`config.mk`:
```
export PLATFORM = sky130hd
export DESIGN_NAME = alu_seq_decoder
export DESIGN_NICKNAME = d
export VERILOG_FILES = /design/src/rtl/alu_seq_decoder.sv
export SDC_FILE = /design/constraint.sdc
export NUM_CORES = 1
export LEC_CHECK = 0
export BUFFER_PORTS_ARGS = -buffer_cell sky130_fd_sc_hd__buf_2
export CORE_MARGIN = 5
export CORE_UTILIZATION = 40
export DETAILED_ROUTE_END_ITERATION = 6
export HOLD_SLACK_MARGIN = 0.08
export PLACE_DENSITY = 0.66
export SETUP_SLACK_MARGIN = 0.4
export SYNTH_ARGS = -nofsm -noshare
export SYNTH_HDL_FRONTEND = slang
export SYNTH_SLANG_ARGS = --single-unit
export TNS_END_PERCENT = 30
```
`constraint.sdc`:
```
create_clock -name clk -period 3 [get_ports clk]
set_input_delay 0 -clock clk [delete_from_list [all_inputs] [get_ports clk]]
set_output_delay 0 -clock clk [all_outputs]
set_load 0.01 [all_outputs]
```
`src/rtl/alu_seq_decoder.sv`:
```
// Sequenced ALU decoder: decodes {ALUOp, Funct} and holds ALUControl/SrcA and
// lane enables for the full multi-cycle duration of MUL and CONV operations.
module alu_seq_decoder #(
    parameter int LANES      = 4,
    parameter int MUL_CYCLES = 2,
    parameter int CONV_TAPS  = 9,
    parameter int TAP_W      = $clog2(CONV_TAPS)
) (
    input  logic             clk,
    input  logic             reset,
    input  logic             in_valid,
    output logic             in_ready,
    input  logic             ALUOp,
    input  logic [3:0]       Funct,
    input  logic [LANES-1:0] lane_mask,
    input  logic             flush,
    output logic [2:0]       ALUControl,
    output logic             SrcA,
    output logic [LANES-1:0] lane_en,
    output logic [TAP_W-1:0] tap_idx,
    output logic             acc_clear,
    output logic             acc_en,
    output logic             busy,
    output logic             done,
    output logic             illegal
);

    localparam int CW = (MUL_CYCLES > 1) ? $clog2(MUL_CYCLES) : 1;
    localparam logic [CW-1:0]    MUL_PRE_LAST = CW'(MUL_CYCLES - 2);
    localparam logic [TAP_W-1:0] TAP_PRE_LAST = TAP_W'(CONV_TAPS - 2);

    typedef enum logic [1:0] {IDLE, EXEC1, MULT, CONV} state_t;

    state_t        state;
    logic [CW-1:0] cnt;

    state_t     dec_state;
    logic [2:0] dec_ctrl;
    logic       dec_srca;
    logic       dec_illegal;
    logic       accept;

    always_comb begin
        dec_state   = EXEC1;
        dec_ctrl    = 3'b111;
        dec_srca    = 1'b0;
        dec_illegal = 1'b0;
        if (ALUOp) begin
            if (Funct == 4'b1010) begin
                dec_ctrl = 3'b000;
                dec_srca = 1'b1;
            end else begin
                case (Funct[2:0])
                    3'b000: dec_ctrl = 3'b000;
                    3'b001: dec_ctrl = 3'b011;
                    3'b011: begin
                        dec_ctrl  = 3'b100;
                        dec_state = MULT;
                    end
                    3'b100: begin
                        dec_ctrl  = 3'b101;
                        dec_state = CONV;
                    end
                    default: dec_illegal = 1'b1;
                endcase
            end
        end
    end

    // A flush on an active op blocks acceptance; flush while idle is a no-op.
    assign in_ready = !reset && !(flush && busy) && ((state == IDLE) || done);
    assign accept   = in_valid && in_ready;

    always_ff @(posedge clk) begin
        if (accept) begin
            state      <= dec_state;
            ALUControl <= dec_ctrl;
            SrcA       <= dec_srca;
            lane_en    <= lane_mask;
            tap_idx    <= '0;
            cnt        <= '0;
            busy       <= 1'b1;
            illegal    <= dec_illegal;
            acc_en     <= (dec_state == CONV);
            acc_clear  <= (dec_state == CONV);
            done       <= (dec_state == EXEC1) || ((dec_state == MULT) && (MUL_CYCLES == 1));
        end else if (reset || (flush && busy) || (state == IDLE) || done) begin
            state      <= IDLE;
            ALUControl <= 3'b111;
            SrcA       <= 1'b0;
            lane_en    <= '0;
            tap_idx    <= '0;
            cnt        <= '0;
            busy       <= 1'b0;
            illegal    <= 1'b0;
            acc_en     <= 1'b0;
            acc_clear  <= 1'b0;
            done       <= 1'b0;
        end else begin
            illegal   <= 1'b0;
            acc_clear <= 1'b0;
            case (state)
                MULT: begin
                    cnt  <= cnt + 1'b1;
                    done <= (cnt == MUL_PRE_LAST);
                end
                CONV: begin
                    tap_idx <= tap_idx + 1'b1;
                    done    <= (tap_idx == TAP_PRE_LAST);
                end
                default: ;
            endcase
        end
    end

endmodule

```
-- Word-level counts from Yosys, hierarchy flattened
Cells that the tools add are included.
- bits in registers: 20
- input bits: 13
- output and inout bits: 18
- logic and storage cells: 63
- $add $sub $neg: 2
- equal/unequal tests: 9
- mux-type cells: 21
- bitwise logic cells: 3
- reduce and logical (&&, ||, !) cells: 17
- operators by type and width (operator ; count):
    $mux 3 ; 4
    $pmux 3 s4 ; 1
    $mux 1 ; 8
    $mux 2 ; 4
    $mux 4 ; 2
    $eq 2x2->1 const B ; 3
    $add 4x1->4 const B ; 1
    $eq 4x3->1 const B ; 1
    $eq 4x4->1 const B ; 1
    $logic_and 1x1->1 ; 4
    $logic_or 1x1->1 ; 4
    $pmux 2 s2 ; 1
    $reduce_bool 4->1 ; 1
    $reduce_or 4->1 ; 1
    $eq 3x1->1 const B ; 1
    $eq 3x2->1 const B ; 1
    $eq 3x3->1 const B ; 1
    $logic_not 3->1 ; 1
    $not 1->1 ; 3
    $reduce_or 3->1 ; 1
    $eq 2x1->1 const B ; 1
    $logic_not 1->1 ; 2
    $logic_not 2->1 ; 1
    $pmux 1 s2 ; 1
    other kinds (3) ; 3

-- Depth between registers and ports, before layout
- word-level depth: 7
- gate-level depth with buffers: 4
- mapped depth without buffers: 4

-- Worst setup path before layout
OpenSTA, ideal clock, no wires.
- path kind: register to register
- start: register done
- end: register done (enable)
- arrival: 1.147 ns
- data required time: 2.753 ns
- path slack: 1.606 ns
- stages on the path, launching flop included: 5
- buffers on the path: 1
- clock period less this slack: 1.394 ns
- path through: edfxtp_1 -> o21bai_2 -> nand2b_1 -> buf_6 -> or2_1
- cells in the longest elaborated chain, start to end: 4
- RTL lines (item ; RTL line ; RTL):
    from (decl) ; 24 ; output logic done,
    from (signal assigned) ; 86 ; done <= (dec_state == EXEC1) || ((dec_state == MULT) && (MUL_CYCLES == 1));
    from (signal assigned) ; 105 ; done <= (cnt == MUL_PRE_LAST);
    from (signal assigned) ; 109 ; done <= (tap_idx == TAP_PRE_LAST);
    $logic_or 1x1->1 ; 71 ; assign in_ready = !reset && !(flush && busy) && ((state == IDLE) || done);
    $logic_and 1x1->1 ; 71 ;
    $logic_and 1x1->1 ; 72 ; assign accept = in_valid && in_ready;
    $reduce_bool 4->1 (no source line) (*) ; -- ;
Every way passes the cells marked *; elsewhere a longest branch is shown, timed or not.
A chain may end at the register's enable or synchronous reset.

-- Final worst setup path
- start: input port Funct[3]
- end: register illegal
- cells in the longest elaborated chain, start to end: 2
- RTL lines (item ; RTL line ; RTL):
    from (decl) ; 14 ; input logic [3:0] Funct,
    $eq 4x4->1 ; 49 ; if (Funct == 4'b1010) begin
    $reduce_or 3->1 (no source line) ; -- ;
    to (signal assigned) ; 83 ; illegal <= dec_illegal;
    to (decl) ; 25 ; output logic illegal
Every way passes these cells.

==> results.md <==
- Global Route Usage Sum: 0.120
- First-pass GRT wire length: 3.04 mm
- Seq cells post-synth: 20
- Syn avg cell area: 11.7 µm²
- Leakage: 0.514 nW
- Routed vias/inst: 4.72
- Crit-path cells: dlygate4sd3_1 > buf_2 > nor2_1 > dlygate4sd3_1 > nor2_1 > dlygate4sd3_1 > nor3_1 > dlygate4sd3_1
- Die area: 3260 µm²
- Synth-to-Final Area Change: 36.4%
- Total nets after synthesis: 90
- IR drop worst, VDD: 0.359 mV
- Netlist cell types: 33
- Data arrival, critical path: 2.72 ns
- Global placement routability congestion: 0.717
- Post-detail-place hpwl: 1.21 mm
- Status: completed
- Leading cell type in the layout, fill and taps excluded: buf_2
- Clk_lat worst skew: 0.30 ns
- Antenna violations before repair: 0
- Max Cap Viol: 0
- Largest net degree at the start of global routing: 20
- Post-route ant nets: 0
- WP buf/inv: 5
- Layout cells sized above 1: 0.314
- Width of the die: 57.1 µm
- Post-route DRC: 0
- Hold Path Class: primary input to flop
- Least-Margin Pin Slew: 0.786 ns
- Crit. End Element: flop
- Initial DRC Count: 6
- Critical Path RT: 3.25 ns
- Clock Skew: 0.00760 ns
- Worst-path clk slew: 0.11 ns
- Syn Inst Count: 76
- Period minus WS final: 2.46 ns
- Resize count post-CTS: 0
- Initial Util: 0.408
- Wirelength per Cell: 11.5 µm
- DRT Pass-1 Iters: 3
- H-tree depth: 1
- Slew Limit Fails: 0
- Final setup fails: 0
- Final wirelength: 1.71 mm
- RSZ-0062 raised after global routing: no
- Core area: 2170 µm²
- Row count: 17
- Chip height: 57.1 µm
- Clock sinks: 20
- Vias in the first global route: 724
- Root buffer selected by CTS: clkbuf_4
- DR vias: 704
- Fin crit share: 0.822
- Tightest hold margin: 0.122 ns
- Crit path kind: primary input to flop
- Most used cell, CP: dlygate4sd3_1
- Critical Path Slowest Stage Cell: dlygate4sd3_1
- CTS tree: yes
- Setup TNS: 0 ns
- Top delay family on crit path: buffers and inverters
- Final nets: 136
- PortBufs: 30
- Relative slew slack: 0.476
- CTS Buffer Depth: 2
- Power Dens Cells: 552 nW/µm²
- Crit-path max FO: 3
- Commonest non-fill, non-tap cells in the layout: buf_2, dlygate4sd3_1, edfxtp_1
- # hold bufs at CTS: 13
- Diode count: 0
- Max frequency: 406 MHz
- Cts bufs inserted: 3
- Critical path's largest stage delay: 0.58 ns
- Boundary pin count: 31
- Fillers: 202
- Syn Std Cell Area: 886 µm²
- Yosys Warn Count: 0
- Post-CTS setup buffer count: 0
- Fin. Hold Viols: 0
- Total gr overflow: 0
- Post-synthesis sequential area ratio: 0.588
- Startpoint Class: primary input
## cell usage after synthesis
cell | n | share of area
and3_1 | 1 | 0.0071
o21bai_2 | 1 | 0.013
and4_1 | 1 | 0.0099
nand2_2 | 1 | 0.0071
xor2_1 | 2 | 0.020
a21oi_2 | 1 | 0.0099
and2_1 | 6 | 0.042
buf_6 | 1 | 0.013
nand4b_1 | 3 | 0.030
nor4_1 | 1 | 0.0071
ha_1 | 1 | 0.014
or3_1 | 1 | 0.0071
o21bai_1 | 3 | 0.025
o2bb2ai_1 | 1 | 0.0099
nand2_1 | 2 | 0.0085
inv_1 | 2 | 0.0085
edfxtp_1 | 12 | 0.41
nor2_1 | 8 | 0.034
buf_4 | 1 | 0.0085
dfxtp_1 | 8 | 0.18
nor3b_1 | 1 | 0.0085
nor3_1 | 2 | 0.011
mux2_2 | 1 | 0.013
o21ai_0 | 2 | 0.011
a21oi_1 | 2 | 0.011
nand2b_1 | 2 | 0.014
and3b_1 | 1 | 0.0099
xnor2_1 | 1 | 0.0099
and2b_2 | 1 | 0.0099
nand3_1 | 3 | 0.017
or2_1 | 1 | 0.0071
nand3b_1 | 1 | 0.0085
nand4_1 | 1 | 0.0071
## worst register-to-register path: cells and delay by family, from the launching register on
| kind | cells | cell delay, ns |
|---|---|---|
| buf+inv | 1 | 0.57 |
| flops | 1 | 0.50 |
| simple gates | 2 | 0.50 |
| compound gates | 1 | 0.23 |
## power by group
| group | total, W | internal (W) | switching (W) |
|---|---|---|---|
| clock | 0.000129 | 0.0000486 | 0.0000809 |
| sequential | 0.000371 | 0.000347 | 0.0000237 |
| combinational | 0.000167 | 0.0000765 | 0.0000905 |
## final timing paths
kind	startpoint	to	slack [ns]	depth (start not counted)
max reg2reg	state[1]$_SDFFCE_PP0P_	ALUControl[2]$_SDFFCE_PN1P_	0.96	4
min	Funct[0]	state[0]$_SDFFCE_PP0P_	0.12	3
min reg2reg	busy$_SDFFE_PN1P_	busy$_SDFFE_PN1P_	0.49	2
max	Funct[3]	illegal$_SDFF_PP0_	0.54	8
## kinds of logic after synthesis
group	share of synthesized area
DFF	0.588
buffers and inverters	0.0297
xor gates and xnor gates	0.0297
adders and majority gates	0.0141
and+or+nand+nor	0.246
muxes	0.0127
AOI/OAI and AO/OA	0.0805
## per-stage QoR
stage | worst slack, ns | std cells | utilization | instance area [µm²] | total power, W
after floorplan | 1.61 | 76 | - | 886 | 0.000479
after global placement | 1.20 | 132 | 0.485 | 1050 | 0.000530
after detailed placement | 1.16 | 132 | 0.485 | 1050 | 0.000534
after CTS | 0.605 | 149 | 0.557 | 1210 | 0.000676
after global routing | 0.447 | 149 | 0.557 | 1210 | 0.000709
final | 0.535 | 149 | 0.557 | 1210 | 0.000668
## sequential cells by signal, indices dropped and copies added (netlist names)
name	count
done	1
acc_clear	1
state	2
cnt	1
SrcA	1
ALUControl	3
lane_en	4
illegal	1
acc_en	1
busy	1
tap_idx	4
## area by class of cell
| class | instances | area, µm² | share of cell area |
|---|---|---|---|
| Multi-Input combinational cell | 52 | 339 | 0.281 |
| Timing Repair Buffer | 43 | 280 | 0.232 |
| Sequential cell | 20 | 520 | 0.431 |
| Clock buffer | 3 | 22.5 | 0.0186 |
| Clock inverter | 1 | 3.75 | 0.00311 |
| Tap cell | 28 | 35.0 | 0.0290 |
| Inverter | 2 | 7.51 | 0.00621 |
## routing by layer
layer | track usage | vias to the layer above | share of wire
met1 | 0.136 | 309 | 0.41
met5 | 0 | - | 0
met4 | 0.0530 | 0 | 0.021
met2 | 0.197 | 24 | 0.47
met3 | 0.0498 | 5 | 0.10
li1 | - | 366 | -
Power figures use the tool's default switching activity.
